[src/rtl/lockin_demodulator.sv]
// Dual-phase lock-in demodulator: square-wave I/Q references, 2^LOG2_N sample
// integration window, X/Y results on a valid/ready handshake.
module lockin_demodulator #(
    parameter int SAMPLE_W   = 8,
    parameter int LOG2_N     = 8,
    parameter int REF_PERIOD = 16,
    parameter int ACC_W      = 24
) (
    input  logic                    clk,
    input  logic                    reset,
    input  logic                    enable,
    input  logic [SAMPLE_W-1:0]     sample_in,
    input  logic                    sample_valid,
    input  logic                    ref_sync,
    output logic                    ref_out,
    output logic signed [ACC_W-1:0] x_out,
    output logic signed [ACC_W-1:0] y_out,
    output logic                    result_valid,
    input  logic                    result_ready,
    output logic                    overrun
);

    localparam int PH_W   = (REF_PERIOD > 1) ? $clog2(REF_PERIOD) : 1;
    localparam int TERM_W = SAMPLE_W + 2;

    localparam logic [PH_W-1:0] P_LAST = PH_W'(REF_PERIOD - 1);
    localparam logic [PH_W-1:0] P_HALF = PH_W'(REF_PERIOD / 2);
    localparam logic [PH_W-1:0] P_Q1   = PH_W'(REF_PERIOD / 4);
    localparam logic [PH_W-1:0] P_Q3   = PH_W'((3 * REF_PERIOD) / 4);

    localparam logic [LOG2_N-1:0]        C_LAST = '1;
    localparam logic signed [TERM_W-1:0] P_MID  = TERM_W'(2 ** (SAMPLE_W - 1));

    typedef enum logic [1:0] {
        S_IDLE,
        S_INTEGRATE,
        S_DUMP
    } state_t;

    state_t                    r_state;
    state_t                    w_state_next;
    logic [PH_W-1:0]           r_phase;
    logic [LOG2_N-1:0]         r_count;
    logic signed [ACC_W-1:0]   r_acc_x;
    logic signed [ACC_W-1:0]   r_acc_y;
    logic signed [ACC_W-1:0]   r_x;
    logic signed [ACC_W-1:0]   r_y;
    logic                      r_valid;
    logic                      r_overrun;
    logic                      r_ref;

    logic                      w_active;
    logic                      w_accept;
    logic                      w_dump;
    logic [PH_W-1:0]           w_phase_use;
    logic [PH_W-1:0]           w_phase_inc;
    logic [PH_W-1:0]           w_phase_next;
    logic                      w_sign_i;
    logic                      w_sign_q;
    logic signed [TERM_W-1:0]  w_term;
    logic signed [TERM_W-1:0]  w_prod_x;
    logic signed [TERM_W-1:0]  w_prod_y;
    logic signed [ACC_W-1:0]   w_ext_x;
    logic signed [ACC_W-1:0]   w_ext_y;

    assign w_active = enable && (r_state != S_IDLE);
    assign w_accept = w_active && sample_valid;
    assign w_dump   = enable && (r_state == S_DUMP);

    // A sync coincident with a sample makes that sample use phase 0.
    assign w_phase_use = ref_sync ? '0 : r_phase;
    assign w_phase_inc = (w_phase_use == P_LAST) ? '0 : w_phase_use + 1'b1;
    assign w_sign_i    = (w_phase_use < P_HALF);
    assign w_sign_q    = (w_phase_use >= P_Q1) && (w_phase_use < P_Q3);

    assign w_term   = $signed({2'b00, sample_in}) - P_MID;
    assign w_prod_x = w_sign_i ? w_term : -w_term;
    assign w_prod_y = w_sign_q ? w_term : -w_term;
    assign w_ext_x  = {{(ACC_W - TERM_W){w_prod_x[TERM_W-1]}}, w_prod_x};
    assign w_ext_y  = {{(ACC_W - TERM_W){w_prod_y[TERM_W-1]}}, w_prod_y};

    always_comb begin
        w_phase_next = r_phase;
        if (!w_active) begin
            w_phase_next = '0;
        end else if (sample_valid) begin
            w_phase_next = w_phase_inc;
        end else if (ref_sync) begin
            w_phase_next = '0;
        end
    end

    always_comb begin
        w_state_next = r_state;
        unique case (r_state)
            S_IDLE:      w_state_next = S_INTEGRATE;
            S_INTEGRATE: begin
                if (sample_valid && (r_count == C_LAST)) begin
                    w_state_next = S_DUMP;
                end
            end
            S_DUMP:      w_state_next = S_INTEGRATE;
            default:     w_state_next = S_IDLE;
        endcase
        if (!enable) begin
            w_state_next = S_IDLE;
        end
    end

    always_ff @(posedge clk or posedge reset) begin
        if (reset) begin
            r_state <= S_IDLE;
            r_phase <= '0;
            r_ref   <= 1'b1;
        end else begin
            r_state <= w_state_next;
            r_phase <= w_phase_next;
            r_ref   <= (w_phase_next < P_HALF);
        end
    end

    always_ff @(posedge clk or posedge reset) begin
        if (reset) begin
            r_acc_x <= '0;
            r_acc_y <= '0;
            r_count <= '0;
        end else if (!w_active) begin
            r_acc_x <= '0;
            r_acc_y <= '0;
            r_count <= '0;
        end else if (r_state == S_DUMP) begin
            // The DUMP-cycle sample opens the next window.
            r_acc_x <= w_accept ? w_ext_x : '0;
            r_acc_y <= w_accept ? w_ext_y : '0;
            r_count <= w_accept ? LOG2_N'(1) : '0;
        end else if (w_accept) begin
            r_acc_x <= r_acc_x + w_ext_x;
            r_acc_y <= r_acc_y + w_ext_y;
            r_count <= (r_count == C_LAST) ? '0 : r_count + 1'b1;
        end
    end

    always_ff @(posedge clk or posedge reset) begin
        if (reset) begin
            r_x       <= '0;
            r_y       <= '0;
            r_valid   <= 1'b0;
            r_overrun <= 1'b0;
        end else begin
            if (w_dump) begin
                r_x     <= r_acc_x;
                r_y     <= r_acc_y;
                r_valid <= 1'b1;
            end else if (r_valid && result_ready) begin
                r_valid <= 1'b0;
            end
            if (!enable) begin
                r_overrun <= 1'b0;
            end else if (w_dump && r_valid && !result_ready) begin
                r_overrun <= 1'b1;
            end
        end
    end

    assign ref_out      = r_ref;
    assign x_out        = r_x;
    assign y_out        = r_y;
    assign result_valid = r_valid;
    assign overrun      = r_overrun;

endmodule
[config.mk]
export PLATFORM = sky130hd
export DESIGN_NAME = lockin_demodulator
export DESIGN_NICKNAME = d
export VERILOG_FILES = /design/src/rtl/lockin_demodulator.sv
export SDC_FILE = /design/constraint.sdc
export NUM_CORES = 1
export LEC_CHECK = 0
export ABC_AREA = 1
export CAP_MARGIN = 10
export CORE_ASPECT_RATIO = 0.5
export CORE_MARGIN = 5
export CORE_UTILIZATION = 35
export CTS_BUF_LIST = sky130_fd_sc_hd__clkbuf_2
export DETAILED_ROUTE_END_ITERATION = 12
export SYNTH_ARGS = -nofsm -noshare
export SYNTH_HDL_FRONTEND = slang
export SYNTH_SLANG_ARGS = --single-unit
[constraint.sdc]
create_clock -name clk -period 4.7 [get_ports clk]
set_input_delay 1.41 -clock clk [delete_from_list [all_inputs] [get_ports clk]]
set_output_delay 1.41 -clock clk [all_outputs]
set_load 0.02 [all_outputs]
==> key figures, run 1 <==
Synthesis
  – Synth Net Count: ~1400
  – Seq/Total Area, Yosys: ~34%
  – Primary FF master, synth: dfrtp_1
  – Post-synth EDFFs: 0
  – Compound-Gate Fraction of Synth Area: 10.84%
  – Main combinational cell family by area after synthesis: simple AND/OR/NAND/NOR gates
  – Mean area per synthesized cell: 6.476 um2
  – Synth cell types: 41
  – Mapped Cells: around 1300
  – Mapped Area: 0.008381 mm2
  – XOR/XNOR share of the synthesized area: 0.6271%
  – Synth Warn #: 0
  – Fraction of the mapped netlist area in adder cells: 8.838%
  – FF+latch count, synth: 113
  – Post-Synth Simple-Gate Area: 35.58%
  – Ys async rst share: 100.0%
  – Proportion of synthesized area in mux cells: 0%

Pwr
  – Final Power: 0.002351 W
  – Peak VDD IR: 104.0 uV
  – Internal power: 0.001537 W
  – Register share of total power: 44.8%
  – Clock power share: 28.2%
  – Comb pwr share: 27.0%
  – Switching Share: 34.61%
  – PwrDens: 239.5 mW/mm2
  – P_sw: 0.0008135 W
  – Pleak: 5.481 nW

Global route
  – Total gr overflow: 0
  – First-pass GRT wire length: about 40 mm
  – Initial antenna violation count: 0
  – Largest net degree at the start of global routing: 75
  – Number of global-route vias before repair: 8009
  – Gr usage total: 17.97%

Place
  – Post-detail-place hpwl: about 18 mm
  – PortBufs: 64
  – Placer Congestion: 0.9301

Die
  – Site row count: 40
  – Area of the die: 0.02733 mm2
  – Core ar.: 0.02377 mm2
  – Die Y: 119.4 um
  – Die Wd: 228.8 um
  – Starting Density: 35.25%
  – I/O pin total: 65

Critical path
  – Startpoint class of the critical path: primary input
  – R2R Path End: r_acc_y[16]
  – Slowest CP cell: clkdlybuf4s50_1
  – R2r setup slk: 1.57 ns
  – Top Family by Delay on Critical Path: buffers and inverters
  – Reg2reg start: r_phase[3]
  – Setup CP Type: primary input to register
  – Critical path depth: 19
  – Critical Path RT: 5.34 ns
  – CP endpoint: r_acc_y[16]
  – Reg2reg path depth: 17
  – CP Data Arrival Time: 4.62 ns
  – CP Buf/Inv Count: 6
  – Critical-path maximum fanout: 6
  – Most frequent CP cell: nand2_1
  – Crit path largest cell delay: just over 0.5 ns
  – Crit path launch: ref_sync
  – CP endpoint kind: register
  – Crit-path cells: clkdlybuf4s50_1 > inv_1 > nand2_1 > inv_1 > ha_1 > buf_4 > o21ai_0 > inv_1 > fa_1 > inv_1 > nand3_1 > nand2_1 > nand2_1 > nand3_1 > nand2_1 > nand3_1 > nand2_1 > o21ai_0 > nand2_1

Final layout
  – Commonest cells after routing, fill and taps aside: nand2_1 (518), inv_1 (190), dfrtp_1 (112), nand3_1 (89), nor2_1 (85)
  – Fillers: approximately 2500
  – Antenna cell count: 0
  – # nets final: between 1000 and 1500
  – Share of cells above drive strength 1: 6.505%
  – Layout area overhead: 17.11%
  – Most common cell after layout, fill and taps aside: nand2_1

Routing
  – Routed vias: 8218
  – Pre-antenna DRT Iters: 5
  – Avg WL per Cell: 13.95 um
  – DRC Markers: 0
  – Post-DRT Antenna Nets: 0
  – Via density: 4.795
  – Initial drt markers: 648
  – Final wirelength: 23.91 mm

Timing
  – Final Hold Viols: 0
  – Tightest Pin Transition: 0.7833 ns
  – Final Cycle Share: between 80% and 90%
  – Final setup viols: 0
  – Tmin final: ~4 ns
  – Fmax: 251.2 MHz
  – Slew HR: 47.78%
  – Clk_skew: 0.03479 ns
  – Slew Limit Fails: 0
  – Sum Neg Setup Slack: 0 ns
  – RSZ-0062 raised after global routing: no

CTS
  – Deepest clock path buffer count: 2
  – TritonCTS clock tree: built
  – Clock Sinks: 113
  – Postcts setup bufs: 0
  – Root Buffer: clkbuf_2
  – CTS Buf Count: 17
  – Post-cts repair resize count: 0
  – H-tree Lvls: 4
  – Clock-pin slew on the worst setup and hold paths: 0.15 ns
  – # hold bufs at CTS: 0
  – Clk_lat worst skew: 0.76 ns

Status
  – Status: complete, no violations

Run
  – Max_cap viols: 0

Worst hold path
  – Hold WC Path Type: register to register
[worst min path at each step]
stage	cells past startpoint	endpoint	from
2_1_floorplan	1	r_state[1]	r_state[1]
3_3_place_gp	2	y_out[15]	y_out[15]
3_5_place_dp	2	y_out[16]	y_out[16]
4_1_cts	1	r_state[1]	r_state[1]
5_1_grt	2	y_out[16]	y_out[16]
6_report	2	y_out[16]	y_out[16]
[worst min-delay path: cells and delay by family, from the launching register on]
kind	cells	cell delay, ns
flip-flops	1	0.37
AND/OR/NAND/NOR	2	0.10
[synthesized netlist by cell type, types with 3 or more instances]
cell type | number | area [um2]
nand4_1 | 15 | 93.84
nand2_1 | 518 | 1944
xor2_1 | 5 | 43.79
a21oi_1 | 45 | 225.2
o22ai_1 | 9 | 56.30
or2_2 | 8 | 50.05
nor4_1 | 3 | 18.77
o21ai_0 | 80 | 400.4
buf_2 | 10 | 50.05
nand3_1 | 89 | 445.4
a21boi_0 | 3 | 22.52
inv_2 | 8 | 30.03
a21o_1 | 3 | 22.52
o21bai_1 | 5 | 37.54
inv_1 | 191 | 716.9
clkbuf_1 | 11 | 41.29
ha_1 | 56 | 700.7
nor2_1 | 85 | 319.1
a21oi_4 | 3 | 48.80
nor3_1 | 6 | 30.03
dfrtp_1 | 112 | 2803
[metrics by stage]
stage | cell area (um2) | worst slack, ns | utilization (%) | hold WS, ns | std cells
6_report | 9814 | 0.7196 | 41.28 | 0.4864 | 1714
5_1_grt | 9814 | 0.5204 | 41.28 | 0.5108 | 1714
4_1_cts | 9814 | 0.8530 | 41.28 | 0.4919 | 1714
3_5_place_dp | 9599 | 0.01665 | 40.38 | 0.4578 | 1685
3_3_place_gp | 9599 | 0.09444 | 40.38 | 0.4533 | 1685
2_1_floorplan | 8381 | 0.3043 | - | 0.4479 | 1294
[layout make-up]
| class | instances | area [um2] | share of cell area (%) |
|---|---|---|---|
| Multi-Input combinational cell | 957 | 4683 | 47.72 |
| Sequential cell | 113 | 2829 | 28.82 |
| Timing Repair Buffer | 101 | 943.4 | 9.612 |
| Inverter | 199 | 749.5 | 7.636 |
| Tap cell | 315 | 394.1 | 4.016 |
| Clock inverter | 10 | 120.1 | 1.224 |
| Clock buffer | 19 | 95.09 | 0.9689 |
[cells by family (layout without fill, tap and decap cells)]
| logic type | count (synthesis) | after routing |
|---|---|---|
| xor gates and xnor gates | 6 | 6 |
| and+or+nand+nor | 733 | 733 |
| DFF | 113 | 113 |
| adders and majority gates | 58 | 58 |
| AOI/OAI and AO/OA | 160 | 160 |
| buffers and inverters | 224 | 329 |
[power by group through the flow]
| stage | clock [W] | combinational (W) | sequential (W) |
|---|---|---|---|
| after floorplan | 0 | 0.000418 | 0.00108 |
| after global placement | 0 | 0.000628 | 0.00107 |
| after detailed placement | 0 | 0.000632 | 0.00107 |
| after CTS | 0.000692 | 0.000636 | 0.00105 |
| after global routing | 0.000738 | 0.000724 | 0.00106 |
| final | 0.000664 | 0.000634 | 0.00105 |
[flip-flops by register name, summed over array words and instances, names as in the netlist]
name	flops
r_phase	4
r_acc_y	24
y_out	24
ref_out	1
r_acc_x	24
overrun	1
r_count	8
x_out	24
result_valid	1
r_state	2
[routing by layer]
| layer | share of wire (%) | GRT usage [%] |
|---|---|---|
| met1 | 49 | 24.15 |
| met2 | 46 | 30.20 |
| met3 | 3.9 | 4.026 |
| met4 | 0.90 | 3.302 |
| met5 | 0 | 0 |
Power figures use the tool's default switching activity.
==> run 2, diff against run 1 <==
- clock period: 4.7 -> 3.34 ns (I/O delays scaled with it)
==> key figures, run 2 (synthesis gave the netlist of run 1 again) <==
Global route
  – Largest net degree at the start of global routing: 44 (-41%)
  – Number of global-route vias before repair: 8558 (+6.9%)
  – Initial antenna violation count: 1 (+1)
  – Gr usage total: 18.51% (+0.54 points)
  – First-pass GRT wire length: 41.79 mm (+3.9%)
  – Total gr overflow: 0 (unchanged)

Place
  – DP Worst Slack: -0.8137 ns (-0.8303 ns)
  – Placed insts: 1772 (+5.2%)
  – Post-detail-place hpwl: 19.20 mm (+4.5%)
  – PortBufs: 64 (unchanged)
  – Placer Congestion: 0.9421 (+1.3%)

Critical path
  – CP Data Arrival Time: 3.85 ns (-0.77 ns)
  – Reg2reg start: r_phase[3]
  – Critical-path maximum fanout: 6 (unchanged)
  – Top Family by Delay on Critical Path: buffers and inverters
  – R2r setup slk: 0.56 ns (-1.01 ns)
  – CP Buf/Inv Count: 6 (unchanged)
  – Crit path launch: sample_in[0]
  – Crit path largest cell delay: 0.44 ns (-0.07 ns)
  – R2R Path End: r_acc_y[16]
  – Slowest CP cell: clkdlybuf4s50_1
  – Most frequent CP cell: nand2_1
  – Critical Path RT: 3.96 ns (-1.38 ns)
  – Setup CP Type: primary input to register
  – Crit-path cells: clkdlybuf4s50_1 > inv_2 > buf_4 > nand2_1 > buf_4 > xnor2_1 > o21ai_1 > buf_4 > ha_1 > nand2_1 > nand2_1 > nand2_1 > nand4_1 > buf_4 > nand3_1 > nand2_1 > nand2_1 > nand2_1 > o21ai_1 > nand2_1
  – Reg2reg path depth: 17 (unchanged)
  – Startpoint class of the critical path: primary input
  – CP endpoint kind: register

CTS
  – Clk_lat worst skew: 0.73 ns (-0.03 ns)
  – Postcts setup bufs: 0 (unchanged)
  – Deepest clock path buffer count: 2 (unchanged)
  – H-tree Lvls: 4 (unchanged)
  – Clock-pin slew on the worst setup and hold paths: 0.19 ns (+0.04 ns)
  – Root Buffer: clkbuf_2
  – Clock Sinks: 113 (unchanged)
  – CTS Buf Count: 17 (unchanged)
  – TritonCTS clock tree: built
  – # hold bufs at CTS: 0 (unchanged)

Die
  – Die Wd: 228.8 um (unchanged)
  – I/O pin total: 65 (unchanged)
  – Starting Density: 35.25% (unchanged)
  – Area of the die: 0.02733 mm2 (unchanged)
  – Die Y: 119.4 um (unchanged)
  – Site row count: 40 (unchanged)
  – Core ar.: 0.02377 mm2 (unchanged)

Timing
  – Slew Limit Fails: 0 (unchanged)
  – Final Hold Viols: 0 (unchanged)
  – Fmax: 309.5 MHz
  – Slew HR: 53.95% (+6.2 points)
  – Tightest Pin Transition: 0.6892 ns (-0.09403 ns)
  – Setup WS post-layout: 0.1094 ns (-0.6102 ns)
  – Tmin final: roughly 3.2 ns
  – Final setup viols: 0 (unchanged)
  – Clk_skew: 0.03280 ns (-0.001984 ns)
  – Final Cycle Share: 96.72%

Final layout
  – Share of cells above drive strength 1: 14.51% (+8.0 points)
  – # nets final: 1548 (+6.0%)
  – Layout area overhead: 27.55%
  – Register area: 0.002829 mm2 (unchanged)
  – Fillers: 2468 (-2.1%)
  – Commonest cells after routing, fill and taps aside: nand2_1 (511), inv_1 (188), buf_4 (119), dfrtp_1 (112), nand3_1 (85)
  – Most common cell after layout, fill and taps aside: nand2_1
  – Fin cells: 1805 (+5.3%)
  – Area taken by multi-input logic gates: 0.004828 mm2 (+3.1%)

Run
  – Max_cap viols: 0 (unchanged)

Routing
  – Post-DRT Antenna Nets: 0 (unchanged)
  – DRC Markers: 0 (unchanged)
  – Routed vias: 8625 (+5.0%)
  – Final wirelength: 24.83 mm (+3.9%)
  – Pre-antenna DRT Iters: 6 (+1)
  – Avg WL per Cell: 13.76 um (-1.4%)
  – Via density: 4.778 (-0.34%)
  – Initial drt markers: 509 (-21%)

Pwr
  – Final Power: 0.003541 W (+51%)
  – PwrDens: 331.3 mW/mm2 (+38%)
  – Peak VDD IR: 146.4 uV (+41%)
  – Pleak: 5.923 nW (+8.1%)

Worst hold path
  – Hold Crit Start: y_out[19]
  – Hold WC Path Type: register to register
  – Endpoint, Worst Hold: y_out[19]
  – Worst hold stages: 2 (unchanged)

Status
  – Status: complete, no violations
run 2: power breakdown:
group	internal (W)	switching [W]	total [W]	leakage, nW
sequential	0.00143	0.0000524	0.00149	1.50
clock	0.000350	0.000637	0.000988	0.134
combinational	0.000461	0.000606	0.00107	4.29
total	0.00225	0.00130	0.00354	5.92
run 2: worst max path at each step:
stage / endpoint / slack [ns] / cells after the start
2_1_floorplan: r_acc_y[6] / 0.03 / 16
3_3_place_gp: r_acc_x[14] / -0.80 / 20
3_5_place_dp: r_acc_x[14] / -0.81 / 20
4_1_cts: r_acc_x[14] / 0.06 / 20
5_1_grt: r_acc_x[14] / -0.001 / 19
6_report: r_acc_x[14] / 0.11 / 20
run 2: tightest hold or removal path, stage by stage (launching register included):
cell,delay [ns]
dfrtp_1,0.38
nand2_1,0.05
nand2_1,0.05
run 2: metal layers:
metal	global-route usage (%)	routed length (um)
met2	31.01	11430
met4	4.765	365
met5	0	0
met3	3.454	917
met1	24.84	12120
run 2: metrics by stage:
step                      util [%]  hold WS, ns   TNS (ns)  cell area (um2)
after global placement       43.31       0.4527     -27.00            10290
after CTS                    44.34       0.5006          0            10540
after floorplan                  -       0.4479          0             8389
after detailed placement     43.31       0.4576     -28.14            10290
after global routing         44.96       0.5194  -0.001288            10690
final                        44.96       0.4982          0            10690
run 2: what timing repair did:
action,CTS,global route
endpoints found under the setup margin,1,38
resized for setup,1,46
pin swaps,0,5
run 2: layout make-up:
class / instances / area share (%)
Multi-Input combinational cell: 957 / 45.17
Sequential cell: 113 / 26.47
Timing Repair Buffer: 188 / 15.29
Inverter: 199 / 7.070
Tap cell: 315 / 3.687
Clock inverter: 15 / 1.498
Clock buffer: 17 / 0.7960
Antenna cell: 1 / 0.02341
